$ cat config.mk
export PLATFORM = sky130hd
export DESIGN_NAME = clint
export DESIGN_NICKNAME = d
export VERILOG_FILES = /design/src/rtl/clint.sv
export SDC_FILE = /design/constraint.sdc
export NUM_CORES = 1
export LEC_CHECK = 0
export ABC_CLOCK_PERIOD_IN_PS = 5200
export CAP_MARGIN = 20
export CORE_UTILIZATION = 59
export DETAILED_ROUTE_END_ITERATION = 8
export PLACE_DENSITY = 0.87
export SYNTH_ARGS = -nofsm -noshare
export SYNTH_HDL_FRONTEND = slang
export SYNTH_SLANG_ARGS = --single-unit
$ cat constraint.sdc
create_clock -name clk -period 5.2 [get_ports clk]
set_input_delay 0.78 -clock clk [delete_from_list [all_inputs] [get_ports clk]]
set_output_delay 0.78 -clock clk [all_outputs]
set_load 0.05 [all_outputs]
$ cat src/rtl/clint.sv
// Core-local interruptor: msip, 64-bit mtime/mtimecmp, timer compare. Optional mtime prescaler under CLINT_RTC_DIV_EN.
// One-cycle response after accept; valid ignored while responding (one transaction per two cycles).
`timescale 1ns/1ps

module clint #(
    parameter int RTC_DIV = 4
) (
    input  logic        clk,
    input  logic        rst_n,
    input  logic        clint_valid,
    input  logic        clint_instr,
    input  logic [31:0] clint_addr,
    input  logic [31:0] clint_wdata,
    input  logic [3:0]  clint_wstrb,
    output logic [31:0] clint_rdata,
    output logic        clint_ready,
    output logic        clint_msip,
    output logic        clint_mtip,
    output logic [63:0] clint_mtime
);

    typedef enum logic {IDLE, RESP} state_t;

    localparam logic [13:0] W_MSIP    = 14'h0000;
    localparam logic [13:0] W_CMP_LO  = 14'h1000;
    localparam logic [13:0] W_CMP_HI  = 14'h1001;
    localparam logic [13:0] W_TIME_LO = 14'h2FFE;
    localparam logic [13:0] W_TIME_HI = 14'h2FFF;

    state_t      state;
    logic        msip_q;
    logic [63:0] mtime_q;
    logic [63:0] mtimecmp_q;
    logic [63:0] mtime_nxt;
    logic [31:0] rd_mux;
    logic [13:0] word;
    logic        accept;
    logic        wr;
    logic        tick;

    logic [18:0] unused_bits;
    assign unused_bits = {clint_instr, clint_addr[31:16], clint_addr[1:0]};

    assign word   = clint_addr[15:2];
    assign accept = (state == IDLE) && clint_valid;
    assign wr     = accept && (clint_wstrb != 4'b0000);

    function automatic logic [31:0] merge(input logic [31:0] old, input logic [31:0] data,
                                          input logic [3:0] strb);
        logic [31:0] res;
        res = old;
        for (int b = 0; b < 4; b++) begin
            if (strb[b]) res[b*8 +: 8] = data[b*8 +: 8];
        end
        return res;
    endfunction

`ifdef CLINT_RTC_DIV_EN
    logic [15:0] presc_q;

    assign tick = (presc_q == 16'(RTC_DIV - 1));

    always_ff @(posedge clk or negedge rst_n) begin
        if (!rst_n) begin
            presc_q <= '0;
        end else if (tick) begin
            presc_q <= '0;
        end else begin
            presc_q <= presc_q + 16'd1;
        end
    end
`else
    logic [15:0] unused_div;
    assign unused_div = 16'(RTC_DIV);
    assign tick       = 1'b1;
`endif

    always_comb begin
        rd_mux = 32'h0;
        case (word)
            W_MSIP:    rd_mux = {31'h0, msip_q};
            W_CMP_LO:  rd_mux = mtimecmp_q[31:0];
            W_CMP_HI:  rd_mux = mtimecmp_q[63:32];
            W_TIME_LO: rd_mux = mtime_q[31:0];
            W_TIME_HI: rd_mux = mtime_q[63:32];
            default:   rd_mux = 32'h0;
        endcase
    end

    // A software write to either mtime half suppresses the increment for that cycle.
    always_comb begin
        mtime_nxt = mtime_q;
        if (wr && (word == W_TIME_LO || word == W_TIME_HI)) begin
            if (word == W_TIME_LO) mtime_nxt[31:0]  = merge(mtime_q[31:0], clint_wdata, clint_wstrb);
            else                   mtime_nxt[63:32] = merge(mtime_q[63:32], clint_wdata, clint_wstrb);
        end else if (tick) begin
            mtime_nxt = mtime_q + 64'd1;
        end
    end

    always_ff @(posedge clk or negedge rst_n) begin
        if (!rst_n) begin
            state       <= IDLE;
            clint_ready <= 1'b0;
            clint_rdata <= 32'h0;
        end else begin
            case (state)
                IDLE: begin
                    if (clint_valid) begin
                        state       <= RESP;
                        clint_ready <= 1'b1;
                        clint_rdata <= rd_mux;
                    end
                end
                RESP: begin
                    state       <= IDLE;
                    clint_ready <= 1'b0;
                    clint_rdata <= 32'h0;
                end
                default: begin
                    state       <= IDLE;
                    clint_ready <= 1'b0;
                    clint_rdata <= 32'h0;
                end
            endcase
        end
    end

    always_ff @(posedge clk or negedge rst_n) begin
        if (!rst_n) begin
            msip_q     <= 1'b0;
            mtime_q    <= 64'h0;
            mtimecmp_q <= '1;
        end else begin
            mtime_q <= mtime_nxt;
            if (wr) begin
                if (word == W_MSIP && clint_wstrb[0]) msip_q <= clint_wdata[0];
                if (word == W_CMP_LO)
                    mtimecmp_q[31:0]  <= merge(mtimecmp_q[31:0], clint_wdata, clint_wstrb);
                if (word == W_CMP_HI)
                    mtimecmp_q[63:32] <= merge(mtimecmp_q[63:32], clint_wdata, clint_wstrb);
            end
        end
    end

    assign clint_msip  = msip_q;
    assign clint_mtime = mtime_q;
    assign clint_mtip  = (mtime_q >= mtimecmp_q);

endmodule

==> qor.tcl, run 1 <==
set qor(run_status) {finished, final reports clean}
set qor(synth_seq_area_share) 0.4055
set qor(dominantRegCellSynth) {sky130_fd_sc_hd__dfrtp_1}
set qor(power.switching_fraction) 0.2553
set qor(grt_antenna_before_repair) 0
set qor(leading_area_contributor_after_synthesis) {sky130_fd_sc_hd__dfrtp_1}
set qor(synth.lib_cells_used.distinct) 72
set qor(combPwrFrac) 0.099
set qor(place.port_buffers) 151
set qor(remaining_drc_errors) 0
set qor(wirelength_met1_um) 13140
set qor(power.sequential.fraction) 0.430
set qor(vias_per_cell) 6.813
set qor(core_region_area_um2) 16760
set qor(finalMaxSlewViolations) 0
set qor(initial_core_util) 0.6119
set qor(synth_enable_flop_cells) 0
set qor(achievable-frequency_mhz) 222.5
set qor(drtAntennaViolNets) 0
set qor(synth_most_common_cell) {sky130_fd_sc_hd__nand2_1}
set qor(synth_top_cell_area_share) 0.2416
set qor(antenna_cells_inserted) 0
set qor(setup_total_negative_slack_ps) 0
set qor(final_net_count) 1421
set qor(cp_top_family) {compound AO/OA/AOI/OAI gates}
set qor(clock_insertion_delay_worst_skew_ps) 430
set qor(die_outline_width_um) 133.8
set qor(initialDrtViolationCount) 1269
set qor(grt_setup_unrepaired) {false}
set qor(cells_along_the_critical_path) {inv_1 > ha_1 > nand2b_1 > a2111oi_0 > o31ai_1 > a21oi_1 > o211ai_1 > a31o_2 > clkdlybuf4s50_1}
set qor(crit_path_largest_cell_delay_ps) 700
set qor(gp_congestion) 0.9375
set qor(layout.cell_area.non_filler_um2) 12660
set qor(wl_met3_um) 3703
set qor(timing.reg2reg.setup_slack_ps) 1680
set qor(cp.buffers_inverters) 2
set qor(cts.path.max_buffers) 2
set qor(cts_post_setup_buffers_inserted) 0
set qor(crit-reg2reg-capture) {clint_mtime[58]}
set qor(internal-power_mw) 2.320
set qor(drv_cap) 0
set qor(drive_above_1_share) 0.1318
set qor(hp-class) {input pin to asynchronous set/reset pin}
set qor(slew_headroom) 0.3084
set qor(wire_per_inst_um) 22.39
set qor(cts_buffers) 17
set qor(drt_first_pass_iters) 7
set qor(synth_cells) 1152
set qor(crit_path_top_delay_cell) {sky130_fd_sc_hd__clkdlybuf4s50_1}
set qor(top_level_ports) 171
set qor(syn-num-nets) 1289
set qor(power.static_leakage_nw) 5.283
set qor(switchingPower_uw) 795.5
set qor(synth.cells.most_frequent) {sky130_fd_sc_hd__nand2_1 (122), sky130_fd_sc_hd__o21ai_0 (103), sky130_fd_sc_hd__dfrtp_1 (99), sky130_fd_sc_hd__inv_1 (78), sky130_fd_sc_hd__nor2_1 (77)}
set qor(routed-via-count) 10340
set qor(vertical_extent_of_the_die_um) 133.8
set qor(timing.rr.start) {clint_mtime[0]}
set qor(clk_transition_reported_paths_ps) 60
set qor(pwr_per_cell_area_nw_per_um2) 246.1
set qor(first_global_vias) 10170
set qor(cts_tree) {done}
set qor(hold-worst-slack_ps) 377.1
set qor(synth-async-reset-ratio) 1.000
set qor(max_slew.worst_pin.slew_ps) 1037
set qor(die_area_um2) 17910
set qor(postSynthRegisterBits) 163
set qor(reg2reg_depth) 7
set qor(worst_setup_path_start_kind) {flip-flop}
set qor(root_buffer) {sky130_fd_sc_hd__clkbuf_16}
set qor(setup_viol_count_final) 0
set qor(synth.area.top_cells) {sky130_fd_sc_hd__dfrtp_1 (24%), sky130_fd_sc_hd__dfstp_2 (16%), sky130_fd_sc_hd__ha_1 (7.9%)}
set qor(final.min_clock_period_ps) 4493
set qor(ctsResizeCount) 0
set qor(row_count) 47
set qor(final_routed_wirelength_um) 33960
set qor(final-seq-area_um2) 4159
set qor(dpl_cell_area_um2) 11980
set qor(synth_area_um2) 10260
set qor(grt_start_max_net_pins) 77
set qor(cts.sink_count) 163
set qor(crit_fanout) 7
set qor(area_growth_syn_to_layout_pct) 23.44
set qor(path_class) {flip-flop to primary output}
set qor(cp.arrival_ps) 3710
set qor(worst_ep_required_time_ps) 4420
set qor(highest-signal-layer) {met4}
set qor(postCtsHoldBufs) 0
set qor(met2RoutedLength_um) 15550
set qor(number_of_h_tree_levels) 4
set qor(multiInputGateArea_um2) 5560
set qor(final_min_period_over_clock_period) 0.8641
set qor(grt_remaining_overflow) 0
set qor(final_core_utilization) 0.7554
set qor(layout.filler_cells) 1239
set qor(syn_area_per_cell_um2) 8.903
set qor(setup.worst_path.end_class) {primary output}
set qor(clock_skew_ps) 8.583
set qor(yosysWarnings) 0
set qor(overall_global_routing_usage) 0.3860
set qor(wire_length_of_the_first_global_routing_pass_um) 53370
set qor(ir_drop_mv) 0.2408
set qor(dpl.hpwl_um) 23310
set qor(clock_power_share) 0.471
set qor(finalHoldViolations) 0
per-stage QoR:
step | setup WS [ps] | instances | power (mW)
after global placement | 1304 | 1485 | 1.657
after CTS | 787.6 | 1517 | 3.110
after floorplan | 2140 | 1152 | 1.493
after detailed placement | 1257 | 1485 | 1.661
after global routing | 585.4 | 1517 | 3.183
final | 706.5 | 1517 | 3.116
registers in the layout (all words and copies together), names as in the netlist:
signal	flops
clint_ready	1
state	1
clint_msip	1
mtimecmp_q	64
clint_mtime	64
clint_rdata	32
final cells by class:
type,count,share of cell area
timing repair buffer,174,0.1331
sequential,163,0.3285
clock inverter,13,0.01819
tap,220,0.02174
clock buffer,19,0.03578
multi-input combinational,849,0.4392
inverter,79,0.02342
logic make-up (layout without fill, tap and decap cells):
group	after synthesis	in the layout	synth area share
buffers and inverters	140	285	0.05416
AO/OA/AOI/OAI	370	370	0.2380
XOR/XNOR	3	3	0.002562
adder cells (fa/ha/maj)	65	65	0.07930
multiplexers	34	34	0.03721
AND/OR/NAND/NOR	377	377	0.1832
flip-flops	163	163	0.4055
power by group through the flow:
stage	registers [mW]	clock network, mW	logic [mW]
after CTS	1.34	1.47	0.304
after floorplan	1.42	0	0.0713
final	1.34	1.47	0.308
after detailed placement	1.36	0	0.303
after global routing	1.34	1.51	0.327
after global placement	1.36	0	0.299
layout by cell type, fill, tap and decap left out, types with 43 or more instances in the layout:
cell type | netlist | final
sky130_fd_sc_hd__nand2_1 | 122 | 122
sky130_fd_sc_hd__nor2_1 | 77 | 74
sky130_fd_sc_hd__o21ai_0 | 103 | 103
sky130_fd_sc_hd__dfrtp_1 | 99 | 99
sky130_fd_sc_hd__inv_1 | 78 | 78
sky130_fd_sc_hd__a22oi_1 | 43 | 43
sky130_fd_sc_hd__clkdlybuf4s50_1 | 0 | 150
sky130_fd_sc_hd__a21oi_1 | 71 | 71
sky130_fd_sc_hd__ha_1 | 65 | 65
sky130_fd_sc_hd__dfstp_2 | 64 | 64
routing by layer:
layer / track usage / up-vias
li1: - / 4571
met1: 0.5034 / 4913
met2: 0.6016 / 717
met3: 0.08088 / 134
met4: 0.2128 / 0
met5: 0 / -
worst max path at each step:
| stage | from | depth (start not counted) | endpoint |
|---|---|---|---|
| after detailed placement | mtimecmp_q[38] | 10 | clint_mtip |
| final | clint_mtime[0] | 9 | clint_mtip |
| after global routing | clint_mtime[0] | 9 | clint_mtip |
| after CTS | mtimecmp_q[38] | 10 | clint_mtip |
| after floorplan | clint_mtime[29] | 7 | clint_mtip |
| after global placement | clint_mtime[0] | 9 | clint_mtip |
Note: power is estimated with default switching activity, not from simulation.
==> run 2: changes to the inputs <==
--- a/config.mk
+++ b/config.mk
@@ -9,7 +9,9 @@
 export CAP_MARGIN = 20
 export CORE_UTILIZATION = 59
 export DETAILED_ROUTE_END_ITERATION = 8
+export GPL_ROUTABILITY_DRIVEN = 0
 export PLACE_DENSITY = 0.87
+export SKIP_LAST_GASP = 1
 export SYNTH_ARGS = -nofsm -noshare
 export SYNTH_HDL_FRONTEND = slang
 export SYNTH_SLANG_ARGS = --single-unit
==> qor.tcl, run 2 (same netlist as run 1, synthesis figures left out) <==
set qor(final.min_clock_period_ps) 4523
set qor(critical_path.endpoint) {clint_mtip}
set qor(power.static_leakage_nw) 5.256
set qor(multiInputGateArea_um2) 5560
set qor(cells_along_the_critical_path) {inv_1 > ha_1 > nand4_1 > nor4_1 > nand2_1 > o211ai_1 > a31o_2 > clkdlybuf4s50_1}
set qor(setup_total_negative_slack_ps) 0
set qor(crit_fanout) 4
set qor(cp.buffers_inverters) 2
set qor(finalMaxSlewViolations) 0
set qor(cp.arrival_ps) 3740
set qor(routed-via-count) 10470
set qor(first_global_vias) 10080
set qor(antenna_cells_inserted) 0
set qor(dpl_cell_area_um2) 11960
set qor(clock_skew_ps) 8.441
set qor(row_count) 47
set qor(die_outline_width_um) 133.8
set qor(setup.worst_path.end_class) {primary output}
set qor(slew_headroom) 0.3176
set qor(wire_length_of_the_first_global_routing_pass_um) 54140
set qor(wire_per_inst_um) 22.42
set qor(ctsResizeCount) 0
set qor(cts_buffers) 17
set qor(place.port_buffers) 151
set qor(clock_power_share) 0.451
set qor(crit-reg2reg-capture) {clint_mtime[58]}
set qor(final_min_period_over_clock_period) 0.8698
set qor(reg2reg_depth) 7
set qor(remaining_drc_errors) 0
set qor(drtAntennaViolNets) 0
set qor(cts_post_setup_buffers_inserted) 0
set qor(dpl.hpwl_um) 23430
set qor(initialDrtViolationCount) 1438
set qor(clock_insertion_delay_worst_skew_ps) 440
set qor(setup_viol_count_final) 0
set qor(cts.sink_count) 163
set qor(layout.filler_cells) 1210
set qor(max_slew.worst_pin.slew_ps) 1016
set qor(timing.critical_path.depth) 8
set qor(timing.reg2reg.setup_slack_ps) 1750
set qor(ir_drop_mv) 0.2519
set qor(area_growth_syn_to_layout_pct) 22.92
set qor(switchingPower_uw) 769.9
set qor(run_status) {finished, final reports clean}
set qor(drt_first_pass_iters) 6
set qor(mostFrequentLayoutCell) {sky130_fd_sc_hd__clkdlybuf4s50_1}
set qor(power.sequential.fraction) 0.446
set qor(grt_remaining_overflow) 0
set qor(crit_path_top_delay_cell) {sky130_fd_sc_hd__nor4_1}
set qor(combPwrFrac) 0.103
set qor(cp_top_family) {simple AND/OR/NAND/NOR gates}
set qor(root_buffer) {sky130_fd_sc_hd__clkbuf_16}
set qor(vertical_extent_of_the_die_um) 133.8
set qor(achievable-frequency_mhz) 221.1
set qor(path_class) {flip-flop to primary output}
set qor(grt_setup_unrepaired) {false}
set qor(crit_path_largest_cell_delay_ps) 810
set qor(overall_global_routing_usage) 0.3910
set qor(postCtsHoldBufs) 0
set qor(worst_ep_required_time_ps) 4420
set qor(final_routed_wirelength_um) 34000
set qor(vias_per_cell) 6.908
set qor(number_of_h_tree_levels) 4
set qor(layout.cell_area.non_filler_um2) 12610
set qor(drive_above_1_share) 0.1289
set qor(pwr_per_cell_area_nw_per_um2) 238.4
set qor(top_level_ports) 171
set qor(cts.path.max_buffers) 2
set qor(die_area_um2) 17910
set qor(worst_setup_path_start_kind) {flip-flop}
set qor(internal-power_mw) 2.235
set qor(power.switching_fraction) 0.2562
set qor(grt_start_max_net_pins) 79
set qor(final-seq-area_um2) 4159
set qor(final_net_count) 1420
set qor(cp-startpoint) {mtimecmp_q[38]}
set qor(most-common-layout-cells) {sky130_fd_sc_hd__clkdlybuf4s50_1 (150), sky130_fd_sc_hd__nand2_1 (122), sky130_fd_sc_hd__o21ai_0 (103)}
set qor(clk_transition_reported_paths_ps) 60
set qor(hp-class) {input pin to asynchronous set/reset pin}
set qor(finalHoldViolations) 0
set qor(initial_core_util) 0.6119
set qor(cts_tree) {done}
set qor(final_core_utilization) 0.7522
set qor(drv_cap) 0
set qor(core_region_area_um2) 16760
set qor(timing.rr.start) {clint_mtime[0]}
set qor(grt_antenna_before_repair) 0
## run 2: per-layer routing
layer / GRT usage / up-vias / wire, um
li1: - / 4557 / -
met1: 0.5213 / 5021 / 13110
met2: 0.6197 / 753 / 15760
met3: 0.05933 / 141 / 3618
met4: 0.2020 / 0 / 1511
met5: 0 / - / 0
## run 2: worst min-delay path by stage
stage	start	endpoint	depth (start not counted)
2_1_floorplan	state	clint_ready	1
3_3_place_gp	state	clint_ready	1
3_5_place_dp	clint_rdata[0]	clint_rdata[0]	1
4_1_cts	rst_n	clint_rdata[11]	1
5_1_grt	rst_n	clint_rdata[11]	1
6_report	rst_n	clint_rdata[13]	1
## run 2: layout make-up
class / count / area share
clock buffer: 23 / 0.03791
inverter: 79 / 0.02352
multi-input combinational: 849 / 0.4410
clock inverter: 9 / 0.01211
tap: 220 / 0.02183
timing repair buffer: 173 / 0.1337
sequential: 163 / 0.3299
## run 2: power by group through the flow
stage	clock [mW]	sequential [mW]	combinational (mW)
after floorplan	0	1.42	0.0713
after global placement	0	1.36	0.296
after detailed placement	0	1.36	0.303
after CTS	1.35	1.34	0.306
after global routing	1.41	1.34	0.327
final	1.36	1.34	0.309
## run 2: stage by stage
step	power [mW]	hold WS, ps	cells	worst slack, ps
2_1_floorplan	1.493	425.3	1152	2140
3_3_place_gp	1.654	456.2	1483	1281
3_5_place_dp	1.661	470.9	1483	1188
4_1_cts	2.998	412.8	1515	816.4
5_1_grt	3.077	453.3	1516	504.9
6_report	3.005	379.7	1516	676.9
==> run 3: changes to the inputs <==
--- a/config.mk
+++ b/config.mk
@@ -11,7 +11,6 @@
 export DETAILED_ROUTE_END_ITERATION = 8
 export GPL_ROUTABILITY_DRIVEN = 0
 export PLACE_DENSITY = 0.87
-export SKIP_LAST_GASP = 1
 export SYNTH_ARGS = -nofsm -noshare
 export SYNTH_HDL_FRONTEND = slang
 export SYNTH_SLANG_ARGS = --single-unit
==> results of run 3 <==
Same layout as run 2: the final DEF is identical, and so are final timing and power.
